## config.mk

```make
export PLATFORM = sky130hd
export DESIGN_NAME = nn_convnode_mc
export DESIGN_NICKNAME = d
export VERILOG_FILES = /design/src/rtl/nn_convnode_mc.sv
export SDC_FILE = /design/constraint.sdc
export NUM_CORES = 1
export LEC_CHECK = 0
export ABC_AREA = 1
export CAP_MARGIN = 25
export CELL_PAD_IN_SITES_DETAIL_PLACEMENT = 1
export CELL_PAD_IN_SITES_GLOBAL_PLACEMENT = 2
export CORE_ASPECT_RATIO = 1.2
export CORE_MARGIN = 2
export CORE_UTILIZATION = 34
export DETAILED_ROUTE_END_ITERATION = 7
export PLACE_DENSITY = 0.88
export SLEW_MARGIN = 10
export SYNTH_ARGS = -nofsm -noshare
export SYNTH_HDL_FRONTEND = slang
export SYNTH_SLANG_ARGS = --single-unit
```

## constraint.sdc

```tcl
create_clock -name CLK -period 5.17 [get_ports CLK]
set_input_delay 0.7755 -clock CLK [delete_from_list [all_inputs] [get_ports CLK]]
set_output_delay 0.7755 -clock CLK [all_outputs]
set_load 0.005 [all_outputs]
```

## src/rtl/nn_convnode_mc.sv

```systemverilog
// rtl/nn_convnode_mc.sv - multi-channel stochastic convolution node with windowed snapshot port
module nn_convnode_mc #(
    parameter int N        = 4,
    parameter int M        = 2,
    parameter int ACC_W    = 8,
    parameter int WINDOW   = 16,
    parameter int ACT_MODE = 0,
    parameter int SNAP_CLR = 0
) (
    input  logic                 CLK,
    input  logic                 INIT_N,
    input  logic                 EN,
    input  logic                 CLR,
    input  logic [N-1:0]         a,
    input  logic                 d,
    input  logic [M*N-1:0]       alpha,
    input  logic [M*N-1:0]       SIGN_alpha,
    input  logic [M-1:0]         beta,
    input  logic [M-1:0]         SIGN_beta,
    input  logic [ACC_W-2:0]     r,
    output logic [M-1:0]         z,
    output logic [M-1:0]         SIGN_z,
    output logic [M-1:0]         zp,
    output logic [M-1:0]         a_out,
    output logic [M*ACC_W-1:0]   snap_data,
    output logic                 snap_valid,
    input  logic                 snap_ready,
    output logic                 snap_ovf
);
    // delta spans -(N+2)..+(N+1); SW leaves one guard bit above both operands
    localparam int DW      = $clog2(N + 3) + 1;
    localparam int SW      = ((ACC_W > DW) ? ACC_W : DW) + 1;
    localparam int CW      = $clog2(WINDOW);
    localparam int ACC_MAX = (1 << (ACC_W - 1)) - 1;
    localparam logic signed [SW-1:0] SAT_HI = SW'(ACC_MAX);
    localparam logic signed [SW-1:0] SAT_LO = -SW'(ACC_MAX);

    logic [DW-1:0]           pos     [M];
    logic [DW-1:0]           neg     [M];
    logic signed [DW-1:0]    delta   [M];
    logic signed [SW-1:0]    sum     [M];
    logic signed [ACC_W-1:0] acc     [M];
    logic signed [ACC_W-1:0] acc_upd [M];
    logic signed [ACC_W-1:0] acc_abs [M];
    logic [ACC_W-2:0]        mag     [M];
    logic [CW-1:0]           cnt;
    logic                    wrap;

    // the enabled edge that closes a window captures the snapshot
    assign wrap = EN & ~CLR & (cnt == CW'(WINDOW - 1));

    // per-channel signed delta, saturated update candidate and magnitude of the held acc
    always_comb begin
        for (int m = 0; m < M; m++) begin
            pos[m] = {{(DW-1){1'b0}}, beta[m] & ~SIGN_beta[m]};
            neg[m] = {{(DW-1){1'b0}}, beta[m] &  SIGN_beta[m]};
            for (int n = 0; n < N; n++) begin
                pos[m] = pos[m] + {{(DW-1){1'b0}}, a[n] & alpha[m*N+n] & ~SIGN_alpha[m*N+n]};
                neg[m] = neg[m] + {{(DW-1){1'b0}}, a[n] & alpha[m*N+n] &  SIGN_alpha[m*N+n]};
            end
            delta[m] = $signed(pos[m] - neg[m] - {{(DW-1){1'b0}}, d});
            sum[m]   = SW'(acc[m]) + SW'(delta[m]);
            if (sum[m] > SAT_HI) begin
                acc_upd[m] = SAT_HI[ACC_W-1:0];
            end else if (sum[m] < SAT_LO) begin
                acc_upd[m] = SAT_LO[ACC_W-1:0];
            end else begin
                acc_upd[m] = sum[m][ACC_W-1:0];
            end
            // symmetric saturation keeps the most-negative code out, so |acc| fits ACC_W-1 bits
            acc_abs[m] = acc[m][ACC_W-1] ? -acc[m] : acc[m];
            mag[m]     = acc_abs[m][ACC_W-2:0];
        end
    end

    // accumulators and window counter advance only on enabled cycles
    always_ff @(posedge CLK or negedge INIT_N) begin
        if (!INIT_N) begin
            cnt <= '0;
            for (int m = 0; m < M; m++) acc[m] <= '0;
        end else if (CLR) begin
            cnt <= '0;
            for (int m = 0; m < M; m++) acc[m] <= '0;
        end else if (EN) begin
            cnt <= wrap ? '0 : cnt + CW'(1);
            for (int m = 0; m < M; m++) acc[m] <= (wrap && SNAP_CLR != 0) ? '0 : acc_upd[m];
        end
    end

    // regenerated streams and activation, refreshed every cycle from the registered acc
    always_ff @(posedge CLK or negedge INIT_N) begin
        if (!INIT_N) begin
            z      <= '0;
            SIGN_z <= '0;
            zp     <= '0;
            a_out  <= '0;
        end else begin
            for (int m = 0; m < M; m++) begin
                z[m]      <= (mag[m] > r);
                SIGN_z[m] <= acc[m][ACC_W-1];
                if (ACT_MODE == 0) begin
                    a_out[m] <= (mag[m] > r) & ~acc[m][ACC_W-1];
                    zp[m]    <= ~acc[m][ACC_W-1];
                end else begin
                    a_out[m] <= (mag[m] > r);
                    zp[m]    <= 1'b1;
                end
            end
        end
    end

    // snapshot register with valid/ready handshake and sticky overwrite flag
    always_ff @(posedge CLK or negedge INIT_N) begin
        if (!INIT_N) begin
            snap_data  <= '0;
            snap_valid <= 1'b0;
            snap_ovf   <= 1'b0;
        end else if (CLR) begin
            snap_valid <= 1'b0;
            snap_ovf   <= 1'b0;
        end else if (wrap) begin
            for (int m = 0; m < M; m++) snap_data[m*ACC_W +: ACC_W] <= acc_upd[m];
            snap_valid <= 1'b1;
            if (snap_valid && !snap_ready) snap_ovf <= 1'b1;
        end else if (snap_valid && snap_ready) begin
            snap_valid <= 1'b0;
        end
    end
endmodule
```

Yosys cells after proc, flatten, opt, wreduce, memory -nomap -nowiden:

Index checks and enable logic that the tools add are counted.
Widths: inputs -> output; s select.

* add/subtract/negate cells: 25
* multiply operators: 0
* div/mod/pow operators: 0
* order comparisons: 6
* equality and inequality tests: 1
* shift-type cells: 0
* mux-type cells: 17
* bitwise operators: 45
* reduce and logical (&&, ||, !) cells: 9

Operator list (count)
* $and 1x1->1: 32
* $mux 16: 2
* $mux 8: 4
* $add 8x4->9: 2
* $gt 9x8->1 const B: 2
* $lt 9x8->1 const B: 2
* $add 3x1->4: 4
* $add 4x1->4: 4
* $gt 7x7->1: 2
* $mux 7: 2
* $neg 7->7: 2
* $not 1->1: 13
* $add 2x1->3: 4
* $mux 4: 3
* $add 1x1->2: 4
* $sub 4x1->4: 2
* $sub 4x4->4: 2
* $mux 1: 6
* $reduce_bool 2->1: 3
* $add 4x1->4 const B: 1
* $eq 4x4->1 const B: 1
* $reduce_and 2->1: 2
* $reduce_bool 3->1: 1
* $logic_and 1x1->1: 2
* $logic_not 1->1: 1

* flip-flop bits (word level): 46
* latch bits: 0
* bits in writable memories: 0
* memory bits (read-only): 0
* bits of input ports: 37
* output and inout port bits: 26
* memories kept: 0

Depth between registers and ports, before layout:

* depth in word-level cells: 14
* depth in mapped cells: 27
* mapped depth without buffers: 27

Worst setup path before layout:

No wires, ideal clock.

* path type: input -> register
* start point: input port SIGN_alpha[4]
* end point: register acc[6] in the netlist's numbering
* arrival: 4.480 ns
* data required time: 5.054 ns
* slack: 0.573 ns
* stages on the path: 24
* path buffers: 0
* path through: nand3b_1 > fa_1 > inv_1 > fa_1 > inv_1 > fa_1 > ha_1 > inv_1 > ha_1 > fa_1 > inv_1 > ha_1 > a21oi_2 > nor2_1 > nor2_2 > o21ai_2 > nand2_1 > nand2_2 > nand2_2 > nand2_4 > nand2_2 > nand2_2 > nand2_1 > nand2_1

* cells in the longest elaborated chain, start to end: 14

RTL lines
* from (decl): RTL line 17 `input logic [M*N-1:0] SIGN_alpha,`
* $not 1->1: RTL line 58 `pos[m] = pos[m] + {{(DW-1){1'b0}}, a[n] & alpha[m*N+n] & ~SIGN_alpha[m*N+n]};`
* $and 1x1->1: RTL line 58
* $add 1x1->2: RTL line 58
* $add 2x1->3: RTL line 58
* $add 3x1->4: RTL line 58
* $add 4x1->4: RTL line 58
* $sub 4x4->4 (*): RTL line 61 `delta[m] = $signed(pos[m] - neg[m] - {{(DW-1){1'b0}}, d});`
* $sub 4x1->4 (*): RTL line 61
* $add 8x4->9 (*): RTL line 62 `sum[m] = SW'(acc[m]) + SW'(delta[m]);`
* $lt 9x8->1: RTL line 65 `end else if (sum[m] < SAT_LO) begin`
* $mux 8: RTL line 65
* $mux 8 (*): RTL line 63 `if (sum[m] > SAT_HI) begin`
* $mux 16 (*): RTL line 84 `end else if (EN) begin`
* $mux 16 (*): RTL line 81 `end else if (CLR) begin`
* to (decl): RTL line 42 `logic signed [ACC_W-1:0] acc [M];`

Mark *: on every way between the ends. The rest lies on a longest branch, timed or not. The select of a mux whose other input is x is not followed.
A chain may end at the register's enable or synchronous reset.

Final worst setup path:

* start point: input port alpha[7]
* end point: register snap_data[12]

* cells in the longest elaborated chain, start to end: 9

RTL lines
* from (decl): RTL line 16 `input logic [M*N-1:0] alpha,`
* $and 1x1->1 (*): RTL line 58, 59
* $and 1x1->1 (on tied branches): RTL line 58, 59
* $add 4x1->4 (on tied branches): RTL line 58, 59
* $sub 4x4->4 (*): RTL line 61
* $sub 4x1->4 (*): RTL line 61
* $add 8x4->9 (*): RTL line 62
* $lt 9x8->1: RTL line 65
* $mux 8: RTL line 65
* $mux 8 (*): RTL line 63
* to (signal assigned): RTL line 115 `snap_data <= '0;`
* to (decl): RTL line 25 `output logic [M*ACC_W-1:0] snap_data,`

Mark *: on every way between the ends. The rest lies on a longest branch, timed or not.

==> run metrics <==
R2R depth 12; worst min path class input pin to asynchronous set/reset pin; Vias 3581; Startpoint Class input pin; Worst R2R Setup Slack 2.74 ns; largest net degree at the start of global routing 47; Syn-to-layout area delta 35.2%; Critical Path Sink Type flop; CP arrival 5.14 ns; mean post-synth cell area 7.69 sq um; maximum buffer depth of the clock tree 2; H-Tree Level Count 2; post-synth net total 583; Final Hold Vio Count 0; Routed WL 11000 um; Critical Path Slowest Stage Cell fa_2; Setup crit end snap_data[12]; FMAX 0.201 GHz; Core Area between 10000 and 15000 sq um; Clk pwr share 12.5%; Comb pwr share 69.0%; register area 1150 sq um; status finished clean; critical path class input pin to flop; worst path cell trace clkdlybuf4s50_1 -> nand3_1 -> fa_1 -> fa_1 -> inv_2 -> fa_1 -> ha_1 -> inv_1 -> ha_1 -> fa_2 -> ha_4 -> nand2_1 -> nor2_1 -> nand2_1 -> nand3_2 -> nand2_2 -> nand2_2 -> nand2_4 -> clkinv_2 -> nand2_4 -> nand3_2 -> nand2_2 -> o21ai_2; CP Depth 23; number of nets in the layout 677; final setup TNS 0 ns; Seq/Total Area, Yosys 30.3%; Static Leak 2.57 nW; max-cap viol count 0; power per standard cell area a little under 600 nW/um^2; worst vdd ir ~0.39 mV; max incr delay on CP 0.58 ns; Root Driver clkbuf_16; Worst-Margin Slew 0.539 ns; CP bufs+invs 4; routing usage on met1 20.8%; ANT nets after route 0; first-pass GRT wire length 18200 um; RD Place Congestion 0.846; FF-to-FF End a_out[1]; Clock Latency Late Sink about 0.29 ns; GR Layer Usage met3 1.63%; TritonCTS clock tree done; Mapped Area 3800 sq um; Worst path top cell family by delay adder cells; num ports 63; switching share of total power 47.1%; Iter 0 DRT Violations 99; Ys Warns 0; final setup vio count 0; Worst slew margin around 64%; WL/cell approximately 15 um; clk_skew 0.00493 ns; Initial Util approximately a third; Psw 1.41 mW; die area between 10000 and 15000 sq um; Num CTS Buffers 5; # DRC 0; FP Rows 42; initial antenna violation count 0; min Tclk post-route 4.97 ns; Die Ht 120 um; n_diodes 0; multi-input logic area 2510 sq um; Seq pwr share 18.4%; Pre-antenna DRT Iters 4; Worst-path clk slew 0.07 ns; Die Wd 101 um; layer with the highest usage met2; CTS sink count 46; Pins Over Slew Limit 0; drt via density between 4 and 5; distinct cell type count after synthesis 38; input/output buffers 62; CP Data Required Time 5.34 ns; Pwr Total 3.00 mW; share of cells above drive strength 1 19.2%; GRT Overall Usage 18.9%; Yosys reg bits 46; worst-path fanout max 7; number of global-route vias before repair roughly 3800; # fillers 1355; GRT overflow 0; cells after synthesis 495; Worst R2R Start acc[0]; Critical Path Start alpha[7]; met2 Track Usage GR 38.3%; final worst path period share 96.2%; Internal Power 1.59 mW; final HPWL from detailed placement 8900 um
-- synthesized netlist by cell type (all sizes together) --
cell / count / area [sq um]
xnor2: 5 / 43.8
nor4b: 1 / 8.76
dfrtp: 46 / 1150
a22o: 1 / 8.76
and2: 3 / 18.8
xor2: 6 / 52.6
ha: 37 / 463
o21a: 2 / 15.0
clkbuf: 3 / 31.3
buf: 3 / 23.8
nand2: 162 / 676
o21ai: 24 / 131
o211ai: 1 / 12.5
nand3: 42 / 248
fa: 14 / 280
nor2: 29 / 116
o31ai: 3 / 22.5
nand3b: 6 / 45.0
a21oi: 19 / 98.9
inv: 72 / 270
nor3: 8 / 40.0
o22ai: 3 / 18.8
clkinv: 2 / 8.75
nand4: 2 / 12.5
a21o: 1 / 7.51
-- power by group through the flow --
stage	combinational [mW]	clock (mW)	sequential (mW)
final	2.07	0.376	0.554
after global routing	2.34	0.392	0.568
after CTS	1.92	0.381	0.549
after detailed placement	1.89	0	0.554
after global placement	1.83	0	0.551
after floorplan	1.22	0	0.517
-- cells in the final DEF, fill, tap and decap left out, types with 2 or more instances in the layout --
master and count:
nand2_1 135, inv_1 61, clkdlybuf4s50_1 57, dfrtp_1 46, nand3_1 31, ha_1 29
buf_4 29, nor2_1 25, nand2_2 22, a21oi_1 15, o21ai_0 11, fa_1 11
nand3_2 10, o21ai_1 10, inv_2 9, ha_4 8, nor3_1 7, nand3b_1 6
xor2_1 6, nand2_4 6, xnor2_1 5, clkbuf_16 5, a21oi_2 4, dlymetal6s2s_1 4
o31ai_1 3, and2_1 3, nor2_2 3, o21ai_2 3, o22ai_1 3, fa_2 3
nand4_1 2, o21a_1 2
-- registers in the layout, summed over array words and instances, names as in the netlist --
signal / flops
SIGN_z: 2
cnt: 4
zp: 2
z: 2
snap_data: 16
acc: 16
a_out: 2
snap_ovf: 1
snap_valid: 1
-- worst register-to-register path, cell delays in order (launching register included) --
cell and delay [ns]:
dfrtp_1 0.45, inv_1 0.12, ha_1 0.15, inv_1 0.05, nor2_1 0.14, nand2_1 0.09
o31ai_1 0.26, xnor2_1 0.12, ha_1 0.34, nand2_1 0.11, o21a_1 0.19, a21oi_1 0.20
and2_1 0.16
-- per-stage QoR --
| step | util (%) | setup WS [ns] | cell area (sq um) | std cells | hold slack [ns] |
|---|---|---|---|---|---|
| finish | 46.8 | 0.196 | 5140 | 722 | 0.359 |
| global route | 46.8 | -0.0346 | 5140 | 722 | 0.374 |
| CTS | 44.6 | 0.0356 | 4900 | 718 | 0.487 |
| detailed placement | 43.1 | -0.316 | 4730 | 710 | 0.469 |
| global placement | 43.1 | -0.267 | 4730 | 710 | 0.467 |
| floorplan | - | 0.573 | 3800 | 495 | 0.378 |
-- how the worst min path moves through the flow --
stage	start	endpoint	slack [ns]	cells after the start
2_1_floorplan	acc[15]	SIGN_z[0]	0.38	0
3_3_place_gp	snap_data[11]	snap_data[11]	0.47	2
3_5_place_dp	snap_data[10]	snap_data[10]	0.47	2
4_1_cts	snap_data[12]	snap_data[12]	0.49	2
5_1_grt	INIT_N	snap_data[4]	0.37	1
6_report	INIT_N	SIGN_z[0]	0.36	1
-- area by class of cell --
class,instances,share of cell area [%]
clock inverters,2,0.730
clock buffers,6,2.50
multi-input cells,370,48.8
well taps,132,3.21
flip-flops and latches,46,22.4
repair buffers,92,16.8
inverters,74,5.57
-- routing by layer --
layer / up-vias / routed length, um
li1: 1775 / -
met5: - / 0
met1: 1775 / 4220
met3: 12 / 95
met2: 19 / 6560
met4: 0 / 154
-- what timing repair did --
item / CTS / global route
endpoints found under the setup margin: 4 / 32
pin swaps: 0 / 14
hold buffers: 0 / 0
gates cloned: 0 / 1
gates resized for setup: 1 / 44
setup buffers: 0 / 1
-- logic make-up (layout without fill, tap and decap cells) --
| group | Yosys count | after routing | synth area share [%] |
|---|---|---|---|
| adders and majority gates | 51 | 51 | 19.5 |
| AOI/OAI and AO/OA | 54 | 54 | 8.29 |
| and+or+nand+nor | 253 | 254 | 30.6 |
| DFF | 46 | 46 | 30.3 |
| xor gates and xnor gates | 11 | 11 | 2.53 |
| buffers and inverters | 80 | 174 | 8.78 |
Note: power is estimated with default switching activity, not from simulation.
